<file path="src/rtl/store_buff_ctrl.sv">
// Store buffer controller: takes one store command from the M_CU, configures
// the lane store buffer for its SEW, collects lane beats, launches a single
// AXI write through AXIM_CTRL, drains the buffer, and signals completion.
module store_buff_ctrl #(
  parameter int VLEN               = 8192,
  parameter int V_LANE_NUM         = 8,
  parameter int C_M_AXI_ADDR_WIDTH = 32,
  parameter int C_XFER_SIZE_WIDTH  = 32
) (
  input  logic                          clk,
  input  logic                          rst,
  input  logic                          st_start,
  output logic                          st_ready,
  input  logic [C_M_AXI_ADDR_WIDTH-1:0] st_base_addr,
  input  logic [$clog2(VLEN):0]         st_vl,
  input  logic [1:0]                    st_sew,
  input  logic                          st_abort,
  output logic                          st_done,
  output logic [1:0]                    cfg_sew,
  output logic                          cfg_update,
  output logic                          cfg_rst,
  input  logic                          vlane_store_valid,
  output logic                          vlane_store_ready,
  output logic                          sbuff_whs,
  output logic                          sbuff_read_en,
  output logic                          sbuff_read_stall,
  output logic                          sbuff_rhs,
  output logic                          sbuff_read_flush,
  input  logic                          axi_wr_tvalid,
  input  logic                          axi_wr_tready,
  output logic                          ctrl_start,
  output logic [C_M_AXI_ADDR_WIDTH-1:0] ctrl_addr_offset,
  output logic [C_XFER_SIZE_WIDTH-1:0]  ctrl_xfer_size_in_bytes,
  input  logic                          ctrl_done
);

  localparam int VL_W    = $clog2(VLEN) + 1;
  localparam int LANE_SH = $clog2(V_LANE_NUM);
  // Sized for the worst case: vl=VLEN at 32-bit elements.
  localparam int WB_W    = $clog2(VLEN / V_LANE_NUM) + 1;
  localparam int RB_W    = $clog2(VLEN) + 1;

  localparam logic [VL_W:0]              LANE_RND = (VL_W+1)'(V_LANE_NUM - 1);
  localparam logic [C_XFER_SIZE_WIDTH-1:0] WORD_RND = C_XFER_SIZE_WIDTH'(3);

  typedef enum logic [2:0] {
    S_IDLE,
    S_CFG,
    S_WRITE,
    S_XFER,
    S_READ,
    S_WAIT,
    S_DONE
  } state_t;

  state_t                        state;
  logic [WB_W-1:0]               wbeats;
  logic [WB_W-1:0]               wcnt;
  logic [RB_W-1:0]               rbeats;
  logic [RB_W-1:0]               rcnt;
  logic                          done_seen;

  logic [1:0]                    sew_eff;
  logic [VL_W:0]                 vl_round;
  logic [C_XFER_SIZE_WIDTH-1:0]  bytes_in;
  logic                          active;
  logic                          abort_hit;

  assign sew_eff   = (st_sew == 2'd3) ? 2'd2 : st_sew;
  assign vl_round  = {1'b0, st_vl} + LANE_RND;
  assign bytes_in  = {{(C_XFER_SIZE_WIDTH-VL_W){1'b0}}, st_vl} << sew_eff;

  assign active    = (state != S_IDLE) && (state != S_DONE);
  // Reset outranks abort, so a simultaneous abort never flushes.
  assign abort_hit = st_abort & active & ~rst;

  assign sbuff_whs        = vlane_store_valid & vlane_store_ready;
  assign sbuff_rhs        = axi_wr_tvalid & axi_wr_tready & sbuff_read_en;
  assign sbuff_read_stall = sbuff_read_en & ~axi_wr_tready;
  assign sbuff_read_flush = abort_hit;
  assign cfg_rst          = cfg_update | abort_hit;

  // Main sequencer; per-state flags are registered alongside the next state.
  always_ff @(posedge clk) begin
    if (rst) begin
      state                   <= S_IDLE;
      wbeats                  <= '0;
      wcnt                    <= '0;
      rbeats                  <= '0;
      rcnt                    <= '0;
      done_seen               <= 1'b0;
      cfg_sew                 <= '0;
      ctrl_addr_offset        <= '0;
      ctrl_xfer_size_in_bytes <= '0;
      st_ready                <= 1'b1;
      st_done                 <= 1'b0;
      cfg_update              <= 1'b0;
      vlane_store_ready       <= 1'b0;
      sbuff_read_en           <= 1'b0;
      ctrl_start              <= 1'b0;
    end else begin
      cfg_update <= 1'b0;
      ctrl_start <= 1'b0;
      st_done    <= 1'b0;
      if (abort_hit) begin
        state             <= S_DONE;
        wcnt              <= '0;
        rcnt              <= '0;
        done_seen         <= 1'b0;
        vlane_store_ready <= 1'b0;
        sbuff_read_en     <= 1'b0;
        st_done           <= 1'b1;
      end else begin
        case (state)
          S_IDLE: begin
            if (st_start) begin
              cfg_sew                 <= sew_eff;
              ctrl_addr_offset        <= st_base_addr;
              ctrl_xfer_size_in_bytes <= bytes_in;
              wbeats                  <= WB_W'(vl_round >> LANE_SH);
              rbeats                  <= RB_W'((bytes_in + WORD_RND) >> 2);
              wcnt                    <= '0;
              rcnt                    <= '0;
              done_seen               <= 1'b0;
              st_ready                <= 1'b0;
              if (st_vl == '0) begin
                state   <= S_DONE;
                st_done <= 1'b1;
              end else begin
                state      <= S_CFG;
                cfg_update <= 1'b1;
              end
            end
          end
          S_CFG: begin
            state             <= S_WRITE;
            wcnt              <= '0;
            vlane_store_ready <= 1'b1;
          end
          S_WRITE: begin
            if (sbuff_whs) begin
              wcnt <= wcnt + 1'b1;
              if (wcnt == wbeats - 1'b1) begin
                state             <= S_XFER;
                vlane_store_ready <= 1'b0;
                ctrl_start        <= 1'b1;
              end
            end
          end
          S_XFER: begin
            state         <= S_READ;
            rcnt          <= '0;
            sbuff_read_en <= 1'b1;
          end
          S_READ: begin
            if (ctrl_done) begin
              done_seen <= 1'b1;
            end
            if (sbuff_rhs) begin
              rcnt <= rcnt + 1'b1;
              if (rcnt == rbeats - 1'b1) begin
                state         <= S_WAIT;
                sbuff_read_en <= 1'b0;
              end
            end
          end
          S_WAIT: begin
            if (ctrl_done || done_seen) begin
              state     <= S_DONE;
              done_seen <= 1'b0;
              st_done   <= 1'b1;
            end
          end
          S_DONE: begin
            state    <= S_IDLE;
            st_ready <= 1'b1;
          end
          default: begin
            state    <= S_IDLE;
            st_ready <= 1'b1;
          end
        endcase
      end
    end
  end

endmodule

</file>
<file path="config.mk">
export PLATFORM = sky130hd
export DESIGN_NAME = store_buff_ctrl
export DESIGN_NICKNAME = d
export VERILOG_FILES = /design/src/rtl/store_buff_ctrl.sv
export SDC_FILE = /design/constraint.sdc
export NUM_CORES = 1
export LEC_CHECK = 0
export CAP_MARGIN = 0
export CORE_UTILIZATION = 41
export DETAILED_ROUTE_END_ITERATION = 6
export PLACE_DENSITY = 0.67
export SYNTH_ARGS = -nofsm -noshare
export SYNTH_HDL_FRONTEND = slang
export SYNTH_SLANG_ARGS = --single-unit
</file>
<file path="constraint.sdc">
create_clock -name clk -period 6.6 [get_ports clk]
set_clock_uncertainty 0.15 [all_clocks]
set_input_delay 0.66 -clock clk [delete_from_list [all_inputs] [get_ports clk]]
set_output_delay 0.66 -clock clk [all_outputs]
set_load 0.05 [all_outputs]
</file>
==> results.md <==
- Status: complete, no violations
- Worst min path class: flip-flop to flip-flop
- GRT overflow: 0
- Gpl congestion: roughly 0.83
- Setup fix buffers added after clock tree synthesis: 0
- PortBufs: 117
- Routed len/inst: 13.8 µm
- GRT Total Usage: 20.3%
- H-tree depth: 3
- Core area: 14000 µm²
- Category of the critical setup timing path: flip-flop to output pin
- Relative slew slack: 20.2%
- Clk network pwr share: 21.0%
- Fraction of layout instances using a drive strength above 1: 4.17%
- P&R area growth vs syn: 25.3%
- Vias per std cell: 5.21
- CP peak stage delay: 0.79 ns
- Worst path required time: 5.79 ns
- Mapped cell area: between 5000 and 6000 µm²
- CP max FO: 16
- Sinks on Clock Net: 111
- Kind of end point of the critical path: output pin
- Die Y: 122 µm
- Slew Limit Fails: 0
- PwrDens: around 380 nW/µm²
- Diode count: 0
- Leakage: ~2.7 nW
- Crit-path most repeated cell: nor2_1
- Yosys warns: 0
- Number of flops mapped to enable cells by yosys: 0
- Worst VDD drop: 0.261 mV
- DR DRC count: 0
- CTS root buffer: clkbuf_16
- Max frequency: around 0.27 GHz
- I/O pin total: 133
- Antenna violations before repair: 0
- Max-cap viol count: 0
- Ranking of synthesized cells by area: dfxtp_1 (37%), nand2_1 (8.0%), a21oi_1 (6.9%)
- Register area share after synthesis: ~37%
- NetSw: 1.22 mW
- Worst-Skew Late Latency: 0.36 ns
- First-pass GRT wire length: 24200 µm
- Number of global-route vias before repair: 5175
- RSZ-0062 raised after global routing: no
- Synth area leader: dfxtp_1
- Starting Density: a little over two fifths
- Most frequent cell after synthesis: nand2_1
- # resized after CTS: 0
- Antenna viol nets, final: 0
- Pre-antenna DRT Iters: 5
- Post-synth top flop: dfxtp_1
- Final period utilization: a little under three fifths
- DP HPWL: 10100 µm
- # nets final: slightly above 900
- Final Hold Fails: 0
- Pint: 1.62 mW
- Routed via count: 5434
- CP Launch Type: flip-flop
- Hold slack: roughly 0.30 ns
- # fillers: ~1400
- Post-synth ARST share: 0%
- WP buf/inv: 2
- Setup TNS: 0 ns
- Yosys top cell area share: 37.4%
- Synth Instances: 776
- CP Cell Sequence: inv_1 -> nor2_1 -> o31ai_1 -> nor2_1 -> or2_2 -> clkdlybuf4s50_1
- Largest delay contributor family on the critical path: buffers and inverters
- # setup viols final: 0
- Worst path arrival time: 2.91 ns
- Seq pwr share: 32.6%
- First DRT Iteration DRCs: 321
- Net Sw Frac: 43.1%
- Yosys reg bits: between 100 and 150
- Most common library cells after synthesis: nand2_1 (127), dfxtp_1 (111), nor2_1 (91)
- Final WL: 14400 µm
- Synth unique cells: 63
- Clk slew on worst S/H paths: 0.08 ns
- Minimum clock period: between 3 and 4 ns
- Combinational share of power: between 40% and 50%
- Num CTS Buffers: 9
- Die area: 15000 µm²
- Die Wd: 122 µm
- TritonCTS clock tree: yes
- Rows: 43
- Hold_buf cts: 0
- Worst slew pin tran: 1.19 ns
- Post-synthesis average cell area: 7.66 µm²
- Max Root-Sink Buffers: 2
- Crit-path slowest cell: clkdlybuf4s50_1
- Largest net degree at the start of global routing: a little over 80
metrics by stage:
step / instances / util (%) / area, µm² / power, mW / setup slack, ns
final: 1043 / 53.2 / 7450 / 2.84 / 2.88
after global routing: 1043 / 53.2 / 7450 / 3.04 / 2.62
after CTS: 1043 / 53.2 / 7450 / 2.87 / 2.92
after detailed placement: 1027 / 50.9 / 7120 / 2.26 / 2.60
after global placement: 1027 / 50.9 / 7120 / 2.25 / 2.67
after floorplan: 790 / - / 6000 / 1.92 / 3.66
final cells by class:
type | count | area [µm²] | area share [%]
inverter | 14 | 52.6 | 0.706
multi-input combinational | 600 | 3420 | 45.9
timing repair buffer | 122 | 1200 | 16.2
clock inverter | 7 | 101 | 1.36
sequential | 111 | 2220 | 29.8
clock buffer | 9 | 225 | 3.02
tap | 180 | 225 | 3.02
flip-flops by register name (all words and copies together) (netlist names):
signal,cells
ctrl_addr_offset,32
st_done,1
wbeats,11
ctrl_xfer_size_in_bytes,17
rbeats,14
done_seen,1
cfg_sew,2
vlane_store_ready,1
state,3
ctrl_start,1
cfg_update,1
wcnt,11
st_ready,1
sbuff_read_en,1
rcnt,14
worst paths after layout:
path,startpoint,to,slack [ns],cells after the start
worst max register to register,wbeats[0]$_SDFFE_PP0P_,state[2]$_SDFFE_PP0P_,3.51,10
worst min register to register,ctrl_addr_offset[13]$_SDFFE_PP0P_,ctrl_addr_offset[13]$_SDFFE_PP0P_,0.30,2
worst max-delay path,state[2]$_SDFFE_PP0P_,cfg_rst,2.88,6
worst min-delay path,ctrl_addr_offset[13]$_SDFFE_PP0P_,ctrl_addr_offset[13]$_SDFFE_PP0P_,0.30,2
logic make-up after synthesis:
family	after synthesis	share of synthesized area [%]
multiplexers	15	2.55
XOR/XNOR	70	10.3
AND/OR/NAND/NOR	325	25.5
flip-flops	111	37.4
buffers and inverters	79	6.19
adder cells (fa/ha/maj)	4	0.842
AO/OA/AOI/OAI	171	17.2
other	1	0.0631
cells in the final DEF (no fill, tap or decap), types with 7 or more instances in the layout:
master	instances
nor4_1	7
or3_1	7
inv_1	12
nand4_1	11
a21oi_1	82
mux2i_1	14
nand2_1	127
nor2_1	91
a211oi_1	22
clkbuf_16	9
xnor2_1	35
and3_1	9
dfxtp_1	111
clkdlybuf4s50_1	116
nor3_1	20
nand3_1	16
xor2_1	35
conb_1	15
o21ai_0	25
power groups by stage:
| stage | clock network (mW) | registers (mW) | logic [mW] |
|---|---|---|---|
| finish | 0.598 | 0.926 | 1.32 |
| global route | 0.641 | 0.949 | 1.45 |
| CTS | 0.614 | 0.928 | 1.32 |
| detailed placement | 0 | 0.943 | 1.32 |
| global placement | 0 | 0.940 | 1.31 |
| floorplan | 0 | 1.12 | 0.808 |
metal layers:
metal	global-route usage, %	vias up	routed length (µm)
met3	7.57	18	1170
met1	24.4	2448	6340
met4	7.55	0	316
li1	-	2809	-
met5	0	-	0
met2	33.0	159	6550
worst reg2reg max path, stage by stage, from the launching register on:
cell and delay [ns]:
dfxtp_1 0.37, inv_1 0.10, ha_1 0.25, or4b_1 0.62
xnor2_1 0.19, o41ai_1 0.29, nand4_1 0.14, a211oi_1 0.37
o21a_1 0.20, o21ai_1 0.12, o21a_1 0.20
No activity file was read; power rests on OpenSTA's default activity.
